### src/rtl/ipm2l_hsstlp_pll_seq_ctrl_if.sv
// ---------------------------------------------------------------------------
// ipm2l_hsstlp_pll_seq_ctrl_if
//
// Purpose: handshake bundle between the PLL bring-up sequencer and the
// HSSTLP PLL reset block. Signal names follow the sequencer's view
// (i_ = into the sequencer, o_ = out of the sequencer).
//
// Signals:
//   o_pll_rst_0/1     active-high reset request per PLL
//   o_wtchdg_clr_0/1  single-cycle watchdog clear per PLL
//   i_pll_done_0/1    per-PLL done flag from the reset block
//   i_wtchdg_st_0/1   per-PLL watchdog status, bit 1 = watchdog fired
//
// Modports:
//   master  sequencer side (drives resets and clears)
//   slave   PLL reset block side (drives done and watchdog status)
// ---------------------------------------------------------------------------
interface ipm2l_hsstlp_pll_seq_ctrl_if;
    logic       o_pll_rst_0;
    logic       o_pll_rst_1;
    logic       o_wtchdg_clr_0;
    logic       o_wtchdg_clr_1;
    logic       i_pll_done_0;
    logic       i_pll_done_1;
    logic [1:0] i_wtchdg_st_0;
    logic [1:0] i_wtchdg_st_1;

    modport master (
        output o_pll_rst_0, o_pll_rst_1, o_wtchdg_clr_0, o_wtchdg_clr_1,
        input  i_pll_done_0, i_pll_done_1, i_wtchdg_st_0, i_wtchdg_st_1
    );

    modport slave (
        input  o_pll_rst_0, o_pll_rst_1, o_wtchdg_clr_0, o_wtchdg_clr_1,
        output i_pll_done_0, i_pll_done_1, i_wtchdg_st_0, i_wtchdg_st_1
    );
endinterface

### src/rtl/ipm2l_hsstlp_pll_seq_ctrl.sv
// ---------------------------------------------------------------------------
// ipm2l_hsstlp_pll_seq_ctrl
//
// Purpose: bring-up sequencer for the two HSSTLP PLL reset channels. PLL0 is
// held in reset and awaited first, then PLL1, so the PLLs never calibrate at
// the same time. Watchdog trips (and, optionally, done-wait timeouts) retry
// the current PLL up to MAX_RETRY times before latching FAIL. Aggregate
// done/fail status goes to the lane reset logic.
//
// Ports:
//   clk          free-running clock
//   rst_n        synchronous active-low reset
//   i_restart    single-cycle pulse, restarts the whole sequence
//   bus          PLL reset block handshake (master modport)
//   o_all_done   all configured PLLs done
//   o_fail       retry budget exhausted
//   o_retry_cnt  retries consumed by the PLL currently in sequence
//
// Configuration macro:
//   IPM2L_HSSTLP_PLL_SEQ_TIMEOUT_EN  when defined, WAITx runs a timeout
//   counter (TMO_CYC = FREE_CLOCK_FREQ*TIMEOUT_US) and a timeout is a retry
//   event. When undefined, WAITx waits indefinitely; only watchdog retries.
// ---------------------------------------------------------------------------
module ipm2l_hsstlp_pll_seq_ctrl #(
    parameter int FREE_CLOCK_FREQ = 100,
    parameter int PLL_NUMBER      = 1,
    parameter int RST_HOLD_US     = 1,
    parameter int TIMEOUT_US      = 10,
    parameter int MAX_RETRY       = 3
) (
    input  logic                               clk,
    input  logic                               rst_n,
    input  logic                               i_restart,
    ipm2l_hsstlp_pll_seq_ctrl_if.master        bus,
    output logic                               o_all_done,
    output logic                               o_fail,
    output logic [2:0]                         o_retry_cnt
);

    typedef enum logic [2:0] {
        S_IDLE,
        S_RST0,
        S_WAIT0,
        S_RST1,
        S_WAIT1,
        S_DONE,
        S_FAIL
    } state_t;

    localparam logic [15:0] HOLD_LAST = 16'(FREE_CLOCK_FREQ * RST_HOLD_US - 1);
    localparam logic [2:0]  RETRY_MAX = 3'(MAX_RETRY);
    localparam bit          TWO_PLL   = (PLL_NUMBER == 2);

    state_t      r_state;
    logic [15:0] r_cnt;
    logic [2:0]  r_retry_cnt;

    state_t      w_next;
    logic        w_done_0;
    logic        w_done_1;
    logic        w_wd_0;
    logic        w_wd_1;
    logic        w_tmo;
    logic        w_cnt_run;
    logic        w_retry_0;
    logic        w_retry_1;
    logic        w_budget_left;
    logic        w_done_evt;
    logic        w_unused_wd;

    // With a single PLL the channel-1 inputs are forced inactive so WAIT1 and
    // the DONE lock check can never see them.
    assign w_done_0 = bus.i_pll_done_0;
    assign w_done_1 = TWO_PLL && bus.i_pll_done_1;
    assign w_wd_0   = bus.i_wtchdg_st_0[1];
    assign w_wd_1   = TWO_PLL && bus.i_wtchdg_st_1[1];

    // Only the "fired" bit of the watchdog status matters here.
    assign w_unused_wd = bus.i_wtchdg_st_0[0] ^ bus.i_wtchdg_st_1[0];

`ifdef IPM2L_HSSTLP_PLL_SEQ_TIMEOUT_EN
    localparam logic [15:0] TMO_LAST = 16'(FREE_CLOCK_FREQ * TIMEOUT_US - 1);
    assign w_tmo     = (r_cnt == TMO_LAST);
    assign w_cnt_run = r_state inside {S_RST0, S_RST1, S_WAIT0, S_WAIT1};
`else
    assign w_tmo     = 1'b0;
    assign w_cnt_run = r_state inside {S_RST0, S_RST1};
`endif

    // A watchdog trip and a timeout in the same cycle form a single event;
    // a done flag in that cycle wins over both.
    assign w_retry_0     = (r_state == S_WAIT0) && !w_done_0 && (w_wd_0 || w_tmo);
    assign w_retry_1     = (r_state == S_WAIT1) && !w_done_1 && (w_wd_1 || w_tmo);
    assign w_budget_left = (r_retry_cnt < RETRY_MAX);
    assign w_done_evt    = ((r_state == S_WAIT0) && w_done_0) ||
                           ((r_state == S_WAIT1) && w_done_1);

    always_comb begin
        // NOTE: default assignment first so every path assigns w_next and no latch is inferred.
        w_next = r_state;
        if (i_restart) begin
            w_next = S_RST0;
        end else begin
            case (r_state)
                S_IDLE:  w_next = S_RST0;
                S_RST0:  if (r_cnt == HOLD_LAST) w_next = S_WAIT0;
                S_WAIT0: begin
                    if (w_done_0)       w_next = TWO_PLL ? S_RST1 : S_DONE;
                    else if (w_retry_0) w_next = w_budget_left ? S_RST0 : S_FAIL;
                end
                S_RST1:  if (r_cnt == HOLD_LAST) w_next = S_WAIT1;
                S_WAIT1: begin
                    if (w_done_1)       w_next = S_DONE;
                    else if (w_retry_1) w_next = w_budget_left ? S_RST1 : S_FAIL;
                end
                // Lock loss: PLL0 first, and re-sequencing PLL0 also re-runs PLL1.
                S_DONE: begin
                    if (!w_done_0)                 w_next = S_RST0;
                    else if (TWO_PLL && !w_done_1) w_next = S_RST1;
                end
                S_FAIL:  w_next = S_FAIL;
                default: w_next = S_IDLE;
            endcase
        end
    end

    always_ff @(posedge clk) begin
        // NOTE: reset is sampled on the clock edge only; rst_n is not in the sensitivity list.
        if (!rst_n) begin
            r_state            <= S_IDLE;
            r_cnt              <= '0;
            r_retry_cnt        <= '0;
            bus.o_pll_rst_0    <= 1'b1;
            bus.o_pll_rst_1    <= 1'b1;
            bus.o_wtchdg_clr_0 <= 1'b0;
            bus.o_wtchdg_clr_1 <= 1'b0;
            o_all_done         <= 1'b0;
            o_fail             <= 1'b0;
        end else begin
            // NOTE: non-blocking assignments so every register samples pre-edge values.
            r_state <= w_next;

            // Shared hold/timeout counter restarts on every state change and
            // on a restart that re-enters RST0 from RST0.
            if (i_restart || (w_next != r_state)) begin
                r_cnt <= '0;
            end else if (w_cnt_run) begin
                r_cnt <= r_cnt + 16'd1;
            end

            if (i_restart || w_done_evt) begin
                r_retry_cnt <= '0;
            end else if ((w_retry_0 || w_retry_1) && w_budget_left) begin
                r_retry_cnt <= r_retry_cnt + 3'd1;
            end

            bus.o_wtchdg_clr_0 <= !i_restart && w_retry_0;
            bus.o_wtchdg_clr_1 <= !i_restart && w_retry_1;

            // Outputs follow the state being entered, so they change on the
            // same edge as the state register.
            bus.o_pll_rst_0 <= w_next inside {S_IDLE, S_RST0, S_FAIL};
            bus.o_pll_rst_1 <= !TWO_PLL || !(w_next inside {S_WAIT1, S_DONE});
            o_all_done      <= (w_next == S_DONE);
            o_fail          <= (w_next == S_FAIL);
        end
    end

    assign o_retry_cnt = r_retry_cnt;

endmodule
### src/flat_wrapper.sv
// flat-port wrapper written by rule: the top's interface ports become plain ports
module ipm2l_hsstlp_pll_seq_ctrl_flat 
#(
    parameter int FREE_CLOCK_FREQ = 100,
    parameter int PLL_NUMBER      = 1,
    parameter int RST_HOLD_US     = 1,
    parameter int TIMEOUT_US      = 10,
    parameter int MAX_RETRY       = 3
)
  (clk, rst_n, i_restart, o_all_done, o_fail, o_retry_cnt, bus_o_pll_rst_0, bus_o_pll_rst_1, bus_o_wtchdg_clr_0, bus_o_wtchdg_clr_1, bus_i_pll_done_0, bus_i_pll_done_1, bus_i_wtchdg_st_0, bus_i_wtchdg_st_1);
  ipm2l_hsstlp_pll_seq_ctrl_if bus_i ();
  input  logic clk;
  input  logic rst_n;
  input  logic i_restart;
  output logic o_all_done;
  output logic o_fail;
  output logic [2:0] o_retry_cnt;
  output wire logic [$bits(bus_i.o_pll_rst_0)-1:0] bus_o_pll_rst_0;
  output wire logic [$bits(bus_i.o_pll_rst_1)-1:0] bus_o_pll_rst_1;
  output wire logic [$bits(bus_i.o_wtchdg_clr_0)-1:0] bus_o_wtchdg_clr_0;
  output wire logic [$bits(bus_i.o_wtchdg_clr_1)-1:0] bus_o_wtchdg_clr_1;
  input wire logic [$bits(bus_i.i_pll_done_0)-1:0] bus_i_pll_done_0;
  input wire logic [$bits(bus_i.i_pll_done_1)-1:0] bus_i_pll_done_1;
  input wire logic [$bits(bus_i.i_wtchdg_st_0)-1:0] bus_i_wtchdg_st_0;
  input wire logic [$bits(bus_i.i_wtchdg_st_1)-1:0] bus_i_wtchdg_st_1;
  assign bus_o_pll_rst_0 = bus_i.o_pll_rst_0;
  assign bus_o_pll_rst_1 = bus_i.o_pll_rst_1;
  assign bus_o_wtchdg_clr_0 = bus_i.o_wtchdg_clr_0;
  assign bus_o_wtchdg_clr_1 = bus_i.o_wtchdg_clr_1;
  assign bus_i.i_pll_done_0 = bus_i_pll_done_0;
  assign bus_i.i_pll_done_1 = bus_i_pll_done_1;
  assign bus_i.i_wtchdg_st_0 = bus_i_wtchdg_st_0;
  assign bus_i.i_wtchdg_st_1 = bus_i_wtchdg_st_1;
  ipm2l_hsstlp_pll_seq_ctrl #(.FREE_CLOCK_FREQ(FREE_CLOCK_FREQ), .PLL_NUMBER(PLL_NUMBER), .RST_HOLD_US(RST_HOLD_US), .TIMEOUT_US(TIMEOUT_US), .MAX_RETRY(MAX_RETRY)) u_core (.clk(clk), .rst_n(rst_n), .i_restart(i_restart), .bus(bus_i), .o_all_done(o_all_done), .o_fail(o_fail), .o_retry_cnt(o_retry_cnt));
endmodule
### config.mk
export PLATFORM = sky130hd
export DESIGN_NAME = ipm2l_hsstlp_pll_seq_ctrl_flat
export DESIGN_NICKNAME = d
export VERILOG_FILES = /design/src/rtl/ipm2l_hsstlp_pll_seq_ctrl_if.sv /design/src/rtl/ipm2l_hsstlp_pll_seq_ctrl.sv /design/src/flat_wrapper.sv
export SDC_FILE = /design/constraint.sdc
export NUM_CORES = 1
export LEC_CHECK = 0
export ABC_AREA = 1
export CORE_MARGIN = 2
export CORE_UTILIZATION = 57
export CTS_BUF_LIST = sky130_fd_sc_hd__clkbuf_8
export DETAILED_ROUTE_END_ITERATION = 8
export PLACE_DENSITY_LB_ADDON = 0.25
export SYNTH_ARGS = -nofsm -noshare
export SYNTH_HDL_FRONTEND = slang
export SYNTH_SLANG_ARGS = --single-unit
### constraint.sdc
create_clock -name clk -period 2 [get_ports clk]
set_input_delay 0.4 -clock clk [delete_from_list [all_inputs] [get_ports clk]]
set_output_delay 0.4 -clock clk [all_outputs]
set_load 0.01 [all_outputs]
==> impl_results.md <==
- Die Wd: 53.8 um
- First-pass GRT wire length: 4210 um
- Period Utilization, post-route: 88.8%
- Post-synthesis cell count: 177
- Crit-path max cell delay: 380 ps
- Resized Gates After CTS: 0
- EDFF count, synth: 0
- Worst Hold Launch: u_core.o_retry_cnt[1]$_SDFFE_PP0P_
- Post-Route WL: 2550 um
- Synth area leaders: dfxtp_1, nor2_4, nand2_1
- DRC viols: 0
- R2R Path Start: u_core.r_cnt[0]$_SDFFE_PP0P_
- Worst-path cell chain: ha_1 -> nand2_1 -> nor2_2 -> nand2_1 -> nand2_1 -> nand4_2 -> nand2_1 -> nand2_1 -> nand2_1 -> nor2_2 -> nand2_2 -> buf_4 -> nor2_4
- Syn avg cell area: 7.98 sq um
- Run status: finished clean
- Post-DP HPWL: 2010 um
- Max VDD drop: 0.682 mV
- Critical-path top delay cell: dfxtp_1
- Met3 Use GR: 5.00%
- Clk_lat worst skew: 270 ps
- Area Overhead vs Synth: 17.3%
- Startpoint types: flop
- Clk sinks: 26
- Crit path arrival time: 1940 ps
- Grt total ovfl: 0
- # IOs: 18
- CP bufs+invs: 1
- Final hold violations: 0
- Root Buffer: clkbuf_8
- Met1 Use GR: 23.4%
- Hold crit path type: flop to flop
- Yosys warnings: 0
- Ant diodes: 0
- Seq cells post-synth: 26
- Area share of the largest cell type after synthesis: 36.8%
- Post-Synthesis Cell Area: 1410 sq um
- Ys flop type: dfxtp_1
- PwrDens: 617 nW/um^2
- Cell taking the most area after synthesis: dfxtp_1
- CP Class: flop to flop
- Num CTS Buffers: 3
- Minimum clock period: 1780 ps
- IO Port Bufs: 11
- Placed instance area: 1590 sq um
- Die Area: 2890 sq um
- Routed Antenna Nets: 0
- Starting Density: 58.6%
- Via density: 5.07
- Final setup vio count: 0
- Count leader, synth: nand2_1
- Pleak: 0.607 nW
- Initial detailed-routing violation count: 24
- Gr usage total: 20.1%
- Initial antenna violation count: 0
- Die height: 53.8 um
- Pins Over Slew Limit: 0
- Max Buffers Root-to-Sink: 2
- Hold Buf Count CTS: 0
- Synth unique cells: 27
- Setup Skew: 8.55 ps
- Cell family with most CP delay: simple AND/OR/NAND/NOR gates
- Vias in the first global route: 1052
- Standard-cell row count: 18
- Total power: 1.02 mW
- CP most frequent cell: nand2_1
- Ys async rst share: 0%
- Share of post-route cells with drive strength above 1: 19.5%
- Drt pass-1 iters: 4
- GRT Max-Usage Layer: met2
- Max-cap violations: 0
- Top post-synthesis cells by count: nand2_1, dfxtp_1, nor2_1, inv_1
- Post-synthesis sequential area ratio: 36.8%
- RePlAce Congestion: 0.775
- CTS tree: done
- Fmax: 0.563 GHz
- Crit Path Max Fanout: 4
- DR vias: 1140
- Grt met2 use: 35.4%
- Finished Cell Area: 1660 sq um
- Synthesized Nets: 188
- CP Capture Type: flop
- H-tree Lvls: 1
- CP Launch Point: u_core.r_cnt[0]$_SDFFE_PP0P_
- RSZ-0062 raised after global routing: false
- Routed WL per cell: 11.4 um
- Largest net degree at the start of global routing: 16
- Post-CTS setup buffers: 0
- Nets: 207
- Req. time, crit path: 2160 ps
- Clk pin slew, worst setup/hold paths: 90 ps
- Layout fillers: 190
- Core area: 2410 sq um
==> logic make-up after synthesis <==
group / Yosys count / synth area share [%]
multiplexers: 1 / 0.709
AND/OR/NAND/NOR: 99 / 39.1
XOR/XNOR: 16 / 9.92
flip-flops: 26 / 36.8
adder cells (fa/ha/maj): 2 / 1.77
AO/OA/AOI/OAI: 8 / 3.10
buffers and inverters: 23 / 8.06
other: 2 / 0.532
==> placed cells by master (no fill, tap or decap), types with 3 or more instances in the layout <==
| cell type | n |
|---|---|
| nor2_2 | 3 |
| dfxtp_1 | 26 |
| nor2_1 | 25 |
| nand3_2 | 3 |
| xor2_1 | 13 |
| clkdlybuf4s50_1 | 11 |
| nand4_1 | 7 |
| buf_4 | 6 |
| o21ai_0 | 4 |
| nand2_1 | 32 |
| xnor2_1 | 3 |
| a21oi_1 | 3 |
| nand3_1 | 9 |
| clkbuf_8 | 3 |
| inv_2 | 3 |
| nor2_4 | 13 |
| inv_1 | 15 |
==> power by group <==
part	switching [mW]	internal (mW)	total, mW
clock	0.166	0.268	0.434
combinational	0.0408	0.0254	0.0662
sequential	0.00176	0.519	0.521
total	0.209	0.813	1.02
==> worst register-to-register path, stage by stage (launching register included) <==
cell	delay (ps)
dfxtp_1	380
ha_1	210
nand2_1	80
nor2_2	150
nand2_1	90
nand2_1	90
nand4_2	100
nand2_1	110
nand2_1	50
nand2_1	70
nor2_2	40
nand2_2	80
buf_4	180
nor2_4	30
==> final timing paths <==
path,endpoint,slack [ps],cells past startpoint
max reg2reg,u_core.r_cnt[11]$_SDFFE_PP0P_,220,13
min,u_core.o_retry_cnt[1]$_SDFFE_PP0P_,530,2
max,u_core.r_cnt[11]$_SDFFE_PP0P_,220,13
min reg2reg,u_core.o_retry_cnt[1]$_SDFFE_PP0P_,530,2
==> per-stage QoR <==
stage	hold slack (ps)	cells	util (%)	setup slack, ps	TNS, ps
2_1_floorplan	495	177	-	357	0
3_3_place_gp	495	221	65.8	-15.7	-126
3_5_place_dp	509	221	65.8	-60.4	-657
4_1_cts	528	225	68.7	215	0
5_1_grt	550	225	68.7	24.0	0
6_report	525	225	68.7	224	0
==> flip-flops by register name, indices dropped and copies added, names as in the netlist <==
name,flops
u_core.bus.o_pll_rst_0,1
u_core.bus.o_wtchdg_clr_0,1
u_core.o_all_done,1
u_core.o_fail,1
u_core.o_retry_cnt,3
u_core.r_cnt,16
u_core.r_state,3
==> cell type report <==
| class | instances | area (sq um) | share of cell area (%) |
|---|---|---|---|
| multi-input cells | 128 | 778 | 47.0 |
| flip-flops and latches | 26 | 520 | 31.4 |
| repair buffers | 18 | 175 | 10.6 |
| inverters | 19 | 73.8 | 4.46 |
| clock buffers | 3 | 41.3 | 2.49 |
| well taps | 30 | 37.5 | 2.27 |
| clock inverters | 1 | 30.0 | 1.81 |
==> metal layers <==
metal  routed length (um)  part of all wire, %
met1                 1170                   46
met2                 1260                   49
met3                   85                  3.3
met4                   31                  1.2
met5                    0                    0
Note: power is estimated with default switching activity, not from simulation.
